## src/rtl/ahb_lite_adc_bridge.sv

```systemverilog
// rtl/ahb_lite_adc_bridge.sv - AHB-Lite slave to ADC register-port bridge; optional ADC_BRIDGE_ERROR_RESP_EN.
// A read issued right behind a posted write stalls two cycles so it observes the written value.
module ahb_lite_adc_bridge #(
    parameter int ADDR_W    = 4,
    parameter int REG_LIMIT = 16
) (
    input  logic              HCLK,
    input  logic              HRESETn,
    input  logic              HSEL,
    input  logic [1:0]        HTRANS,
    input  logic              HWRITE,
    input  logic [2:0]        HSIZE,
    input  logic [31:0]       HADDR,
    input  logic [31:0]       HWDATA,
    input  logic              HREADY,
    output logic [31:0]       HRDATA,
    output logic              HREADYOUT,
    output logic              HRESP,
    output logic [ADDR_W-1:0] read_addr,
    input  logic [31:0]       read_data,
    output logic [ADDR_W-1:0] write_addr,
    output logic [31:0]       write_data,
    output logic              write_enable
);

    typedef enum logic [2:0] {
        IDLE, RD_DATA, WR_DATA, RD_STALL1, RD_STALL2, ERR1, ERR2
    } state_t;

    state_t            state, state_nxt;
    logic [ADDR_W-1:0] addr_q;
    logic [ADDR_W-1:0] haddr_word;
    logic              in_range_q;
    logic              haddr_in_range;
    logic              accept;
    logic              bad_xfer;
    logic              unused_bits;

    assign haddr_word     = HADDR[ADDR_W+1:2];
    assign haddr_in_range = ({{(32-ADDR_W){1'b0}}, haddr_word} < 32'(REG_LIMIT));
    assign unused_bits    = ^{HADDR[31:ADDR_W+2], HADDR[1:0], HSIZE, HTRANS[0]};

    // HREADYOUT is folded in so nothing is accepted while this slave stalls.
    assign accept = HSEL & HREADY & HTRANS[1] & HREADYOUT;

`ifdef ADC_BRIDGE_ERROR_RESP_EN
    assign bad_xfer = (HSIZE != 3'b010) || (HADDR[1:0] != 2'b00) || !haddr_in_range;
    assign HRESP    = (state == ERR1) || (state == ERR2);
`else
    assign bad_xfer = 1'b0;
    assign HRESP    = 1'b0;
`endif

    assign HREADYOUT = !((state == RD_STALL1) || (state == RD_STALL2) || (state == ERR1));
    assign read_addr = ((state == RD_STALL1) || (state == RD_STALL2)) ? addr_q : haddr_word;
    assign HRDATA    = ((state == RD_DATA) && in_range_q) ? read_data : 32'h0;

    always_comb begin
        state_nxt = state;
        case (state)
            RD_STALL1: state_nxt = RD_STALL2;
            RD_STALL2: state_nxt = RD_DATA;
            ERR1:      state_nxt = ERR2;
            default: begin
                state_nxt = IDLE;
                if (accept) begin
                    if (bad_xfer)
                        state_nxt = ERR1;
                    else if (HWRITE)
                        state_nxt = WR_DATA;
                    else if (state == WR_DATA)
                        state_nxt = RD_STALL1;
                    else
                        state_nxt = RD_DATA;
                end
            end
        endcase
    end

    always_ff @(posedge HCLK or negedge HRESETn) begin
        if (!HRESETn) begin
            state        <= IDLE;
            addr_q       <= '0;
            in_range_q   <= 1'b0;
            write_enable <= 1'b0;
            write_addr   <= '0;
            write_data   <= 32'h0;
        end else begin
            state <= state_nxt;
            if (accept) begin
                addr_q     <= haddr_word;
                in_range_q <= haddr_in_range;
            end
            // Posted write: strobe in the cycle after the data phase; out-of-range words are dropped.
            write_enable <= (state == WR_DATA) && in_range_q;
            if (state == WR_DATA) begin
                write_addr <= addr_q;
                write_data <= HWDATA;
            end
        end
    end

endmodule

```

## config.mk

```make
export PLATFORM = sky130hd
export DESIGN_NAME = ahb_lite_adc_bridge
export DESIGN_NICKNAME = d
export VERILOG_FILES = /design/src/rtl/ahb_lite_adc_bridge.sv
export SDC_FILE = /design/constraint.sdc
export NUM_CORES = 1
export LEC_CHECK = 0
export ABC_CLOCK_PERIOD_IN_PS = 1700
export BUFFER_PORTS_ARGS = -buffer_cell sky130_fd_sc_hd__buf_2
export CAP_MARGIN = 0
export CORE_ASPECT_RATIO = 0.5
export CORE_UTILIZATION = 32
export DETAILED_ROUTE_END_ITERATION = 10
export GPL_TIMING_DRIVEN = 0
export HOLD_SLACK_MARGIN = 0.08
export PLACE_DENSITY = 0.72
export SYNTH_ARGS = -nofsm -noshare
export SYNTH_HDL_FRONTEND = slang
export SYNTH_SLANG_ARGS = --single-unit
```

## constraint.sdc

```tcl
create_clock -name HCLK -period 1.7 [get_ports HCLK]
set_clock_uncertainty 0.15 [all_clocks]
set_input_delay 0.34 -clock HCLK [delete_from_list [all_inputs] [get_ports HCLK]]
set_output_delay 0.34 -clock HCLK [all_outputs]
set_load 0.02 [all_outputs]
```

### After elaboration in Yosys (flattened, before gate mapping)

Cells that the tools add are included.

| operators by class | value |
|---|---|
| reduce and logical (&&, ||, !) cells | 5 |
| mux-type cells | 6 |
| equality and inequality tests | 5 |
| bitwise gates (word level) | 3 |

Operators by type and width:

| cell | count |
|---|---|
| $mux W32 | 1 |
| $pmux W3 S3 | 1 |
| $eq A3 B2 Y1 const B | 2 |
| $eq A3 B3 Y1 const B | 2 |
| $mux W2 | 3 |
| $mux W4 | 1 |
| $and A1 B1 Y1 | 3 |
| $eq A3 B1 Y1 const B | 1 |
| $logic_and A1 B1 Y1 | 2 |
| $logic_or A1 B1 Y1 | 2 |
| $logic_not A1 Y1 | 1 |

| word-level totals | value |
|---|---|
| output and inout port bits | 75 |
| register bits after elaboration | 45 |
| logic and storage cells | 25 |
| input bits | 106 |

### Depth between registers and ports, before layout

Gate-level depths: netlist of the first run.

| logic depth | value |
|---|---|
| word-level depth | 7 |
| gate-level depth with buffers | 6 |
| gate-level depth less buffers | 3 |

### Worst setup path before layout of the first run

Ideal clock, no wire load.

| path | value |
|---|---|
| kind | register -> output |
| start point | register state[2] |
| end point | output port HRDATA[10] |
| slack | -0.050 ns |
| arrival | 1.260 ns |
| data required time | 1.210 ns |
| cell stages (with the launch flop) | 5 |
| path through | dfrtp_1 buf_6 and4bb_2 clkbuf_1 and2_1 |

| on the way | value |
|---|---|
| word-level cells in the longest chain between the ends | 3 |

RTL lines:

| what | line | text |
|---|---|---|
| start: declaration | 30 | `state_t state, state_nxt;` |
| start signal: assignment | 89 | `state <= state_nxt;` |
| $eq A3 B1 Y1 | 56 | `assign HRDATA = ((state == RD_DATA) && in_range_q) ? read_data : 32'h0;` |
| $logic_and A1 B1 Y1 | 56 |  |
| $mux W32 | 56 |  |
| end: declaration | 16 | `output logic [31:0] HRDATA,` |

Every way passes these cells.

### Worst setup path in the final report of the first run

| path | value |
|---|---|
| start point | register state[2] |
| end point | output port HRDATA[21] |

The elaborated chain is that of the path after synthesis.

==> impl_metrics.yaml, run 1 <==
timing:
  hold_viol_final: 0
  rsz0062_at_grt: "true"
  final_max_slew_viol_count: 0
  setup_violations: 71
  max_freq_ghz: 0.476
  slew_headroom_pct: 35.6
  layout_setup_ws_ps: -401
  period_needed_ps: 2100
  worstMarginPinSlew_ps: 965
  fin_crit_sh_pct: 124
route:
  drt_iter0_drc: 89
  wl_um: 6210
  firstDrtPassIters: 4
  viasPerCell: 4.55
  drc: 0
  drtAntennaViolNets: 0
  wl_per_cell_um: 14.7
  vias: 1922
die:
  ios: 181
  die_x_um: 117
  die_h_um: 59.4
  die-area_um2: 6940
  placeableCoreArea_um2: 6210
  rows: 20
  initial_utilization_pct: 34.0
synthesis:
  synth.most_common_cell: "dfrtp_1"
  synthTopCellsByCount: "45 x dfrtp_1, 33 x and2_1, 22 x mux2_2, 18 x mux2_1, 6 x nor2_1"
  synth_edf_count: 0
  synth_seq_cells: 45
  syn_area_um2: 2110
  yosysTopAreaCell: "dfrtp_1"
  yosysUniqueCellTypes: 26
  synth_area_leaders: "dfrtp_1 53%, mux2_2 12%, and2_1 9.8%, mux2_1 9.6%, o221a_2 2.1%"
  ys_async_sr_fraction_pct: 100
  synth_nets: 268
  synth_top_area_share_pct: 53.4
  yosysSeqAreaShare_pct: 53.4
  yosysWarningCount: 0
  syn-instance-count: 162
  synth_flop_cell: "dfrtp_1"
  avgSynthCellArea_um2: 13.0
layout:
  area_delta_synth_final_pct: 82.0
  fin_util_pct: 61.9
  n_antenna_cell: 0
  drive_gt1_share_pct: 80.2
  fillCellCount: 479
  fin_cells: 422
  final_nets: 439
setup_path:
  r2r_slack_ps: -100
  crit_path_end_kind: "primary output"
  worst-path-max-fanout: 7
  crit_type: "flop to primary output"
  cp.arrival_ps: 1610
  cp-start-kind: "flop"
  worstPathRequired_ps: 1210
min_path:
  hold_class: "input port to async pin"
job:
  drv_cap: 0
clock_network:
  path_clk_slew_ps: 60
  cts_buffers: 5
  cts_max_level: 2
  clk_path_buf_depth: 2
  cts_tree: "built"
  cts.sinks: 45
  cts-root-buf: "clkbuf_16"
  cts_hold_buf: 0
  insertion_delay_ps: 280
global_route:
  grt_usage_pct: 17.2
  antenna_found_initial: 0
  grt_remaining_overflow: 0
  grt_pass1_vias: 1883
  grt_pass1_wl_um: 9100
  grt_max_degree: 46
placement:
  io_buffers: 147
  dp_cells: 397
  hpwl_um: 4060
  finalWeightedCongestion: 0.779
power_and_ir_drop:
  power_leakage_uw: 0.00195
  power_density_nw_per_um2: 970
  ir_worst_vdd_mv: 0.363
run_status:
  violations: "setup timing"
  status: "finished with violations"
final timing paths:
path,depth (start not counted),end,start
hold / removal,1,write_data[3],HRESETn
min in group HCLK,2,state[0],HWRITE
setup / recovery,5,HRDATA[21],state[2]
setup reg to reg,6,write_data[24],state[2]
max in group asynchronous,1,state[1],HRESETn
hold reg to reg,1,in_range_q,in_range_q
power breakdown:
group	total, µW	internal, µW	leakage, µW	switching [µW]
clock network	1120	732	0.0000831	386
registers	1450	1310	0.000542	142
logic	1160	585	0.00132	571
registers in the layout, summed over array words and instances, names as in the netlist:
name	flops
write_enable	1
state	3
addr_q	4
in_range_q	1
write_addr	4
write_data	32
routing by layer:
metal / track usage [%] / wire length [µm]
met1: 22.0 / 2660
met3: 3.78 / 378
met2: 28.9 / 3070
met5: 0 / 0
met4: 6.51 / 98
layout make-up:
type,instances,area [µm²],area share [%]
Clock inverter,2,37.5,0.978
Inverter,1,3.75,0.0978
Buffer,11,146,3.81
Clock buffer,6,139,3.62
Multi-Input combinational cell,105,1100,28.6
Tap cell,88,110,2.87
Sequential cell,45,1130,29.4
Timing Repair Buffer,164,1180,30.6
worst max-delay path, cell delays in order, from the launching register on:
cell	delay, ps
dfrtp_1	380
buf_6	130
and4bb_4	390
clkbuf_8	170
and2_4	140
buf_6	110
cell families (layout without fill, tap and decap cells):
group | count (synthesis) | in the layout | synth area share (%)
muxes | 40 | 40 | 21.4
DFF | 45 | 45 | 53.4
other | 1 | 1 | 0.178
and+or+nand+nor | 51 | 51 | 15.8
AOI/OAI and AO/OA | 13 | 13 | 5.10
buffers and inverters | 12 | 184 | 4.15
layout by cell type (no fill, tap or decap), drive strengths merged:
| cell | count |
|---|---|
| nand3 | 1 |
| nand2 | 1 |
| o21a | 1 |
| nor2 | 6 |
| clkbuf | 13 |
| o21ai | 6 |
| dfrtp | 45 |
| nand3b | 1 |
| a21o | 1 |
| mux2 | 40 |
| bufinv | 1 |
| nand2b | 1 |
| and2 | 33 |
| o221a | 4 |
| nor3b | 5 |
| a211o | 1 |
| and4bb | 1 |
| clkinvlp | 1 |
| conb | 1 |
| buf | 168 |
| nor2b | 2 |
| inv | 1 |
repair_timing:
item | in CTS | in global routing
pin swaps | 30 | 5
setup buffers | 9 | 2
endpoints found under the setup margin | 46 | 73
gates cloned | 4 | 2
resized for setup | 152 | 14
through the flow:
stage	total power, µW	TNS [ps]	setup slack [ps]	hold slack (ps)	area (µm²)
5_1_grt	3900	-20460	-453	131	3840
2_1_floorplan	1990	-489	-16.3	-106	2150
3_5_place_dp	2400	-8400	-279	315	2990
3_3_place_gp	2370	-7340	-258	312	2990
6_report	3730	-15930	-401	61.7	3840
4_1_cts	3740	-16140	-414	101	3740
Note: power is estimated with default switching activity, not from simulation.
==> inputs of run 2 (changes only) <==
--- a/config.mk
+++ b/config.mk
@@ -9,11 +9,11 @@
 export BUFFER_PORTS_ARGS = -buffer_cell sky130_fd_sc_hd__buf_2
 export CAP_MARGIN = 0
 export CORE_ASPECT_RATIO = 0.5
-export CORE_UTILIZATION = 32
+export CORE_UTILIZATION = 34
 export DETAILED_ROUTE_END_ITERATION = 10
 export GPL_TIMING_DRIVEN = 0
 export HOLD_SLACK_MARGIN = 0.08
-export PLACE_DENSITY = 0.72
+export PLACE_DENSITY = 0.76
 export SYNTH_ARGS = -nofsm -noshare
 export SYNTH_HDL_FRONTEND = slang
 export SYNTH_SLANG_ARGS = --single-unit
==> run 2 against run 1 <==
Compared with the run above:
- the run still ends with setup timing left
- combinational power shrank 4%
- clock power shrank 5%
- non-clock buffer count grew 2
- critical path depth shrank 1
- count of clock-buffer cells in the layout shrank 1
- sequential share of layout area grew 0.64 points
- core utilization grew 3.8 points
- sequential power is essentially flat
- global-route usage grew 0.45 points
- register-to-register slack lost 150 ps
- maximum frequency grew 1.1%
- critical path type unchanged
- critical endpoint is now HRDATA[5]
- largest cell class unchanged
==> impl_metrics.yaml, run 2 (synthesis results as in run 1) <==
layout:
  drive_gt1_share_pct: 80.9
  area_delta_synth_final_pct: 78.4
  top_register: "write_data"
  fin_cells: 419
  largest_reg_flops: 32
  final_common_cell: "buf_2"
  n_antenna_cell: 0
  final_cell_mix: "112 x buf_2, 43 x dfrtp_1, 38 x buf_6"
  fin_area_um2: 3760
  reg_top3: "write_data (32), addr_q (4), write_addr (4)"
  final_nets: 441
timing:
  layout_setup_ws_ps: -378
  fin_crit_sh_pct: 122
  period_needed_ps: 2080
  final_max_slew_viol_count: 0
  hold_viol_final: 0
  slew_headroom_pct: 33.8
  max_freq_ghz: 0.481
  worst_hold_slack_ps: 71.5
  rsz0062_at_grt: "true"
  setup_violations: 75
  worstMarginPinSlew_ps: 993
setup_path:
  crit_buf_inv: 2
  r2r-start: "state[2]"
  worst-path-max-fanout: 6
  crit_path_start: "state[1]"
  crit_type: "flop to primary output"
  crit_chain: "and4bb_4 -> clkbuf_16 -> and2_4 -> buf_6"
  cp.arrival_ps: 1590
  crit_path_end_kind: "primary output"
  cp_top_family: "simple AND/OR/NAND/NOR gates"
  cp-start-kind: "flop"
  worstPathRequired_ps: 1210
  crit_path_max_incr_delay_ps: 450
  slowest_stage: "and4bb_4"
route:
  wl_um: 6430
  vias: 1949
  firstDrtPassIters: 4
  viasPerCell: 4.65
  wl_per_cell_um: 15.3
  drc: 0
  drtAntennaViolNets: 0
  drt_iter0_drc: 89
die:
  die_h_um: 57.7
  rows: 19
  die-area_um2: 6540
  placeableCoreArea_um2: 5730
  ios: 181
  die_x_um: 113
  initial_utilization_pct: 36.8
global_route:
  grt_util_met2_pct: 33.7
  grt.busiest_layer: "met2"
  grt_pass1_wl_um: 8930
  grtUsageMet1_pct: 19.7
  grtUsageMet3_pct: 3.77
  grt_pass1_vias: 1896
  grt_usage_pct: 17.6
  grt_max_degree: 46
  grt_remaining_overflow: 0
  antenna_found_initial: 0
clock_network:
  cts_max_level: 2
  path_clk_slew_ps: 60
  insertion_delay_ps: 280
  cts_hold_buf: 0
  cts_tree: "built"
  clk_path_buf_depth: 2
  cts-root-buf: "clkbuf_16"
  cts.sinks: 45
  cts_buffers: 5
run_status:
  violations: "setup timing"
  status: "finished with violations"
power_and_ir_drop:
  clkPwrFrac_pct: 29.4
  net-switching-power_uw: 1090
  p_comb_share_pct: 30.7
  ir_worst_vdd_mv: 0.535
  p_int_uw: 2530
  power_density_nw_per_um2: 963
  power_leakage_uw: 0.00191
  swShare_pct: 30.1
  seq_power_share_pct: 40.0
job:
  drv_cap: 0
placement:
  hpwl_um: 3760
  post-place-ws_ps: -276
  placed_area_um2: 2990
  dp_cells: 393
  finalWeightedCongestion: 0.740
  io_buffers: 147
min_path:
  hold_class: "input port to async pin"
-- run 2: changes by cell type in the layout (fill, tap and decap cells not counted), sizes merged --
cell      change
clkinvlp      -1
buf           +5
clkinv        +1
clkbuf        -4
-- run 2: area by class of cell --
class	instances	area [µm²]
Timing Repair Buffer	167	1160
Sequential cell	45	1130
Clock inverter	2	35.0
Multi-Input combinational cell	105	1060
Tap cell	84	105
Inverter	1	3.75
Fill cell	404	1970
Clock buffer	5	125
Buffer	10	144
-- run 2: per-stage QoR --
stage / total power (µW) / util [%] / TNS [ps]
6_report: 3620 / 65.7 / -20320
5_1_grt: 3780 / 65.7 / -24160
4_1_cts: 3600 / 61.9 / -18290
3_5_place_dp: 2400 / 52.2 / -8390
3_3_place_gp: 2360 / 52.2 / -6590
2_1_floorplan: 1990 / - / -489
-- run 2: per-layer routing --
layer  vias up  wire length (µm)
met4         0                86
met2        71              3630
met3         9               282
met1       972              2430
li1        897                 -
met5         -                 0
-- run 2: repair_timing --
action,in CTS,in global routing
pin swaps,8,17
buffers inserted,7,8
gates resized for setup,109,39
endpoints found under the setup margin,37,75
gates cloned,1,4
-- run 2: power groups by stage --
stage | clock network (µW) | registers, µW | logic (µW)
finish | 1060 | 1450 | 1110
global route | 1130 | 1480 | 1170
CTS | 1080 | 1440 | 1070
detailed placement | 0 | 1450 | 947
global placement | 0 | 1430 | 928
floorplan | 0 | 1720 | 274
-- run 2: path summary, 6_finish.rpt --
kind	endpoint	slack, ps	depth (start not counted)
min in group HCLK	state[0]	130	2
worst max register to register	write_data[10]	-250	6
worst min register to register	in_range_q	340	1
worst min-delay path	write_data[16]	70	1
worst max-delay path	HRDATA[5]	-380	4
max in group asynchronous	state[2]	650	1
==> inputs of run 3 (changes only) <==
==> constraint.sdc (replaced) <==
create_clock -name HCLK -period 1.7 [get_ports HCLK]
set_clock_uncertainty 0.15 [all_clocks]
set_input_delay 0.51 -clock HCLK [delete_from_list [all_inputs] [get_ports HCLK]]
set_output_delay 0.51 -clock HCLK [all_outputs]
set_load 0.02 [all_outputs]
==> run 3 against run 2 <==
Compared with the run above:
- the run still ends with setup timing left
- maximum frequency decreased by 6.6%
- highest routed layer unchanged
- sequential share of layout area is 0.37 points higher
- hold slack gained 170 ps
- worst setup slack worse by 150 ps
- sequential cell count stayed put
- total power grew 1.7%
- wire length is 8.6% lower
==> impl_metrics.yaml, run 3 (synthesis results as in run 1) <==
layout:
  reg_top3: "write_data (32), addr_q (4), write_addr (4)"
  final_cell_mix: "110 x buf_2, 44 x dfrtp_1, 42 x buf_6"
  largest_reg_flops: 32
  top_register: "write_data"
  final_nets: 438
  final_common_cell: "buf_2"
  n_antenna_cell: 0
  area_delta_synth_final_pct: 76.0
  fin_util_pct: 64.8
  drive_gt1_share_pct: 75.1
  fin_area_um2: 3710
global_route:
  antenna_found_initial: 0
  grt_usage_pct: 18.3
  grt_pass1_vias: 2015
  grt_remaining_overflow: 0
  grt_pass1_wl_um: 9380
  grt_max_degree: 46
run_status:
  status: "finished with violations"
  violations: "setup timing"
power_and_ir_drop:
  power_leakage_uw: 0.00187
  power_density_nw_per_um2: 993
  ir_worst_vdd_mv: 0.546
timing:
  max_freq_ghz: 0.450
  slew_headroom_pct: 34.9
  hold_viol_final: 0
  period_needed_ps: 2220
  worstMarginPinSlew_ps: 976
  final_max_slew_viol_count: 0
  layout_setup_ws_ps: -524
  fin_crit_sh_pct: 131
  rsz0062_at_grt: "true"
  setup_violations: 63
clock_network:
  clk_path_buf_depth: 2
  cts_max_level: 2
  cts_buffers: 5
  cts_tree: "built"
  cts.sinks: 45
  path_clk_slew_ps: 60
  cts-root-buf: "clkbuf_16"
  insertion_delay_ps: 280
die:
  die_h_um: 57.7
  die-area_um2: 6540
  die_x_um: 113
  rows: 19
  ios: 181
  initial_utilization_pct: 36.8
  placeableCoreArea_um2: 5730
setup_path:
  crit_path_end_kind: "primary output"
  cp-start-kind: "flop"
  worstPathRequired_ps: 1040
  crit_type: "flop to primary output"
  timing.rr.end: "write_data[11]"
  cp.arrival_ps: 1560
  r2r_cells: 5
  worst-path-max-fanout: 8
  crit_path_start: "state[0]"
  r2r_slack_ps: -100
  setup.worst_path.end: "HRDATA[9]"
  r2r-start: "state[2]"
route:
  firstDrtPassIters: 4
  wl_um: 5880
  viasPerCell: 4.51
  drt_iter0_drc: 73
  drc: 0
  vias: 1879
  wl_per_cell_um: 14.1
  drtAntennaViolNets: 0
placement:
  finalWeightedCongestion: 0.819
  io_buffers: 147
  placed_area_um2: 3090
  hpwl_um: 4340
job:
  drv_cap: 0
min_path:
  hold_class: "input port to async pin"
[run 3: layout make-up]
class	count	area, µm²
repair buffers	164	1120
clock inverters	3	65.1
multi-input cells	105	1040
fillers	415	2020
well taps	84	105
flip-flops and latches	45	1130
inverters	1	3.75
clock buffers	5	125
plain buffers	10	126
[run 3: where the power goes]
| part | internal (µW) | switching (µW) | leakage [µW] |
|---|---|---|---|
| Sequential | 1310 | 128 | 0.000542 |
| Combinational | 465 | 563 | 0.00123 |
| Clock | 839 | 382 | 0.0000938 |
| Total | 2610 | 1070 | 0.00187 |
[run 3: repair_timing]
action                                  CTS  global route
endpoints found under the setup margin   55            73
buffers inserted                         12             2
resized for setup                        86             8
cloned                                    2             1
hold buffers                              0             0
pin swaps                                 4             1
[run 3: critical path, stage by stage (launching register included)]
cell and delay [ps]:
dfrtp_1 370, buf_6 140, and4bb_4 370, clkbuf_16 170, and2_4 130, buf_6 100
[run 3: stage by stage]
stage | setup slack [ps] | instances | hold WS [ps] | power (µW) | TNS, ps
3_3_place_gp | -325 | 393 | 315 | 2390 | -10920
5_1_grt | -583 | 417 | 288 | 3850 | -25020
3_5_place_dp | -336 | 393 | 319 | 2440 | -11600
2_1_floorplan | -112 | 162 | 64.4 | 2020 | -3700
6_report | -524 | 417 | 240 | 3690 | -20230
4_1_cts | -543 | 415 | 280 | 3710 | -21360
[run 3: worst min-delay path by stage]
| stage | from | to | slack (ps) | cells past startpoint |
|---|---|---|---|---|
| after floorplan | HRESETn | addr_q[0] | 60 | 0 |
| after global placement | write_data[3] | write_data[3] | 310 | 1 |
| after detailed placement | write_data[9] | write_data[9] | 320 | 1 |
| after CTS | HRESETn | write_data[10] | 280 | 1 |
| after global routing | HWDATA[20] | write_data[20] | 290 | 2 |
| final | HRESETn | write_data[10] | 240 | 1 |
[run 3: layer usage]
| layer | share of wire, % | track usage (%) | up-vias | wire (µm) |
|---|---|---|---|---|
| met5 | 0 | 0 | - | 0 |
| met4 | 0.90 | 5.45 | 0 | 53 |
| met3 | 5.3 | 3.77 | 7 | 309 |
| met2 | 54 | 35.4 | 63 | 3150 |
| met1 | 40 | 20.7 | 917 | 2370 |
| li1 | - | - | 892 | - |
